--- src/rtl/fifo_ctrl.sv ---
// fifo_ctrl: circular-buffer FIFO controller in front of a 16x5 registered-read memory
// Ports: clk/rst (sync, active high); push/data_in producer side; pop/data_out/valid_out consumer side;
// write_rq/w_address/write_data and read_rq/r_address/read_data to the memory;
// count plus full/empty/almost_full/almost_empty status; sticky err_overflow/err_underflow.
module fifo_ctrl #(
  parameter int DATA_WIDTH   = 5,
  parameter int ADDR_WIDTH   = 4,
  parameter int DEPTH        = 8,
  parameter int ALMOST_FULL  = 6,
  parameter int ALMOST_EMPTY = 2
) (
  input  logic                  clk,
  input  logic                  rst,
  input  logic                  push,
  input  logic [DATA_WIDTH-1:0] data_in,
  input  logic                  pop,
  output logic [DATA_WIDTH-1:0] data_out,
  output logic                  valid_out,
  output logic                  write_rq,
  output logic [ADDR_WIDTH-1:0] w_address,
  output logic [DATA_WIDTH-1:0] write_data,
  output logic                  read_rq,
  output logic [ADDR_WIDTH-1:0] r_address,
  input  logic [DATA_WIDTH-1:0] read_data,
  output logic [ADDR_WIDTH-1:0] count,
  output logic                  full,
  output logic                  empty,
  output logic                  almost_full,
  output logic                  almost_empty,
  output logic                  err_overflow,
  output logic                  err_underflow
);
  localparam logic [ADDR_WIDTH-1:0] LAST = ADDR_WIDTH'(DEPTH - 1);
  localparam logic [ADDR_WIDTH-1:0] FULL_CNT = ADDR_WIDTH'(DEPTH);
  localparam logic [ADDR_WIDTH-1:0] AF_CNT = ADDR_WIDTH'(ALMOST_FULL);
  localparam logic [ADDR_WIDTH-1:0] AE_CNT = ADDR_WIDTH'(ALMOST_EMPTY);
  localparam logic [ADDR_WIDTH-1:0] ONE = ADDR_WIDTH'(1);
  logic [ADDR_WIDTH-1:0] wr_ptr, rd_ptr;
  logic push_ok, pop_ok;
  always_comb begin
    full = count == FULL_CNT;
    empty = count == '0;
    almost_full = count >= AF_CNT;
    almost_empty = count <= AE_CNT;
    push_ok = push & ~full & ~rst;
    pop_ok = pop & ~empty & ~rst;
    write_rq = push_ok;
    w_address = wr_ptr;
    write_data = data_in;
    read_rq = pop_ok;
    r_address = rd_ptr;
    data_out = read_data;
  end
  always_ff @(posedge clk) begin
    if (rst) begin
      wr_ptr <= '0;
      rd_ptr <= '0;
      count <= '0;
      valid_out <= 1'b0;
      err_overflow <= 1'b0;
      err_underflow <= 1'b0;
    end else begin
      if (push_ok) wr_ptr <= wr_ptr == LAST ? '0 : wr_ptr + ONE;
      if (pop_ok) rd_ptr <= rd_ptr == LAST ? '0 : rd_ptr + ONE;
      count <= count + ADDR_WIDTH'(push_ok) - ADDR_WIDTH'(pop_ok);
      valid_out <= pop_ok;
      if (push & full) err_overflow <= 1'b1;
      if (pop & empty) err_underflow <= 1'b1;
    end
  end
endmodule

--- config.mk ---
export PLATFORM = sky130hd
export DESIGN_NAME = fifo_ctrl
export DESIGN_NICKNAME = d
export VERILOG_FILES = /design/src/rtl/fifo_ctrl.sv
export SDC_FILE = /design/constraint.sdc
export NUM_CORES = 1
export LEC_CHECK = 0
export ABC_AREA = 0
export BUFFER_PORTS_ARGS = -buffer_cell sky130_fd_sc_hd__buf_2
export CORE_AREA = 10 10 57 59
export DETAILED_ROUTE_END_ITERATION = 8
export DIE_AREA = 0 0 67 69
export PLACE_DENSITY_LB_ADDON = 0.05
export SETUP_SLACK_MARGIN = 0.15
export SLEW_MARGIN = 20
export SYNTH_ARGS = -nofsm -noshare
export SYNTH_HDL_FRONTEND = slang
export SYNTH_SLANG_ARGS = --single-unit
--- constraint.sdc ---
create_clock -name clk -period 3.1 [get_ports clk]
set_input_delay 0.465 -clock clk [delete_from_list [all_inputs] [get_ports clk]]
set_output_delay 0.465 -clock clk [all_outputs]
set_load 0.05 [all_outputs]
==> reports/results.txt <==
outcome: finished clean
DRC: 0
final worst path period need: 2.461 ns
post-synth net total: 127
area grow syn2layout: 12.04%
# rows: 17
Antenna Violating Nets Remaining: 0
final non-filler cell total: 147
Final Setup Violations: 0
Post-Place Cells: 143
Final period util: 79.39%
Util after Layout: 49.33%
post-CTS setup buffer count: 0
layout cells sized above 1: 36.97%
hold_buf cts: 0
Reg-to-Reg Start: count[3]$_SDFF_PP0_
Synth top area share: 31.75%
Max Cap Violations: 0
crit path DAT: 2.65 ns
Power per Cell Area: 1000 nW/um2
initial antenna violation count: 0
Post-DP HPWL: 1.581 mm
max frequency: 406.3 MHz
Critical Path End Type: flop
post-synthesis mux area share: 9.656%
Ports: 45
setup TNS: 0 ns
RR Endpoint: count[3]$_SDFF_PP0_
final hold vios: 0
PortBufs: 24
Crit Path Class: reg -> reg
Vias/cell: 4.932
Clock transition at path regs: 0.10 ns
Leak: 0.5213 nW
drt first pass iters: 4
CP Max Fanout: 6
Starting Density: 44.03%
grt ovf: 0
RSZ-0062 raised after global routing: false
synthesized-area fraction occupied by xor and xnor cells: 0.9259%
Synth warnings: 0
Critical Path Sink: count[3]$_SDFF_PP0_
Resized cells post-CTS: 0
number of global-route vias before repair: 695
CP Launch Point: count[3]$_SDFF_PP0_
routed len/inst: 13.44 um
maximum VDD drop: 0.0005250 V
total die area: 4623 um2
Routed WL: 1.976 mm
R2R setup slack: 0.64 ns
hold slack: 0.4210 ns
via count: 725
die extent in x: 67 um
detailed router's first-iteration violation count: 16
Worst-Margin Slew: 0.2599 ns
startpoint types: flop
Post-Synthesis Cells: 102
fin. max-slew vios: 0
Critical Path RT: 3.29 ns
Layout Skew: 0.004712 ns
global-route wire length before repair: 3.312 mm
Clock Sinks: 15
Yosys cell types: 27
main combinational cell family by area after synthesis: simple AND/OR/NAND/NOR gates
pin count of the biggest net entering global routing: 20
Seq cells post-synth: 15
leading area contributor after synthesis: dfxtp_1
Worst Hold Launch: push
final net count: 145
top cells by area, synth: dfxtp_1, ha_1, buf_4, mux2_4, nor2b_1
Hold Path Class: in -> reg
antenna cells: 0
pre-CTS WS: 0.6282 ns
Die Height: 69 um
CTS Buf Count: 3
synthesized area: 945.9 um2
Seq/Total Area, Yosys: 31.75%
Rel. slew slack: 82.79%
Clock Latency Late Sink: 0.29 ns
Root Buffer: clkbuf_4
Worst Slack Setup Final: 0.6390 ns
worst hold stages: 3
Synth Area in Compound Gates: 7.407%
fillcell total: 216
Worst Reg-to-Reg Cells: 11
Adder-Cell Fraction of Synth Area: 15.34%
core outline area: 2148 um2
simple-gate share of the synthesized area: 21.43%
clk buf depth: 2
CTS tree: built
Mean Syn Cell Area: 9.274 um2
Tot GR Track Use: 9.020%
H-tree levels: 1
Placer Congestion: 0.7698
[critical path, cell delays in order, from the launching register on]
cell and delay [ns]:
dfxtp_2 0.34, inv_1 0.13, ha_1 0.17, or3b_4 0.41
clkinv_4 0.09, nor2_4 0.05, ha_1 0.27, inv_1 0.04
ha_1 0.19, a21o_1 0.18, a21oi_1 0.15, mux2_2 0.34
[layout by cell type, fill, tap and decap left out, drive strengths merged, types with 4 or more instances in the layout]
master,instances
ha,10
dfxtp,15
buf,25
nor2,8
nand2,5
a21oi,5
nor2b,9
nand2b,4
inv,8
nand3,4
mux2,5
[Yosys cell counts]
library cell / n
a21o_1: 1
a21oi_1: 5
a32o_1: 1
buf_2: 1
buf_4: 10
clkbuf_1: 1
clkinv_2: 1
clkinv_4: 1
dfxtp_1: 15
fa_1: 1
ha_1: 10
inv_1: 8
mux2_2: 1
mux2_4: 4
mux2i_1: 2
nand2_1: 5
nand2b_1: 4
nand3_1: 4
nor2_1: 6
nor2_2: 2
nor2b_1: 9
nor3_1: 1
nor3_2: 2
o2111ai_1: 2
o21ai_0: 2
or3b_4: 2
xnor2_1: 1
[cell families after synthesis]
kind of cell	count (synthesis)
AND/OR/NAND/NOR	35
buffers and inverters	22
flip-flops	15
AO/OA/AOI/OAI	11
adder cells (fa/ha/maj)	11
multiplexers	7
XOR/XNOR	1
[layer usage]
metal	track usage (%)	up-vias	share of wire, %
li1	-	362	-
met1	9.415	324	39
met2	13.70	35	48
met3	6.280	4	12
met4	3.394	0	1.1
met5	0	-	0
[power by group]
| part | internal, mW | total [mW] | switching, mW | leakage, nW |
|---|---|---|---|---|
| Clock | 0.0480 | 0.117 | 0.0691 | 0.0177 |
| Sequential | 0.236 | 0.273 | 0.0377 | 0.123 |
| Combinational | 0.204 | 0.669 | 0.465 | 0.380 |
[worst min-delay path by stage]
| stage | endpoint | slack [ns] |
|---|---|---|
| 6_report | err_overflow$_SDFFE_PP0P_ | 0.42 |
| 3_3_place_gp | err_overflow$_SDFFE_PP0P_ | 0.45 |
| 5_1_grt | err_overflow$_SDFFE_PP0P_ | 0.41 |
| 3_5_place_dp | err_overflow$_SDFFE_PP0P_ | 0.45 |
| 4_1_cts | err_overflow$_SDFFE_PP0P_ | 0.41 |
| 2_1_floorplan | err_overflow$_SDFFE_PP0P_ | 0.61 |
[final cells by class]
class / instances / area, um2 / area share [%]
clock inverter: 1 / 5.005 / 0.4723
sequential: 15 / 302.8 / 28.57
multi-input combinational: 65 / 523.0 / 49.35
tap: 28 / 35.03 / 3.306
clock buffer: 3 / 22.52 / 2.125
timing repair buffer: 25 / 127.6 / 12.04
inverter: 10 / 43.79 / 4.132
[registers in the layout, indices dropped and copies added (netlist names)]
register and cells:
count 4, r_address 4, w_address 4, err_overflow 1, err_underflow 1, valid_out 1
[stage by stage]
step / total power, mW / area [um2]
global placement: 0.9557 / 1032
CTS: 1.080 / 1060
floorplan: 0.8535 / 953.4
global route: 1.143 / 1060
detailed placement: 0.9574 / 1032
finish: 1.060 / 1060
Power figures use the tool's default switching activity.
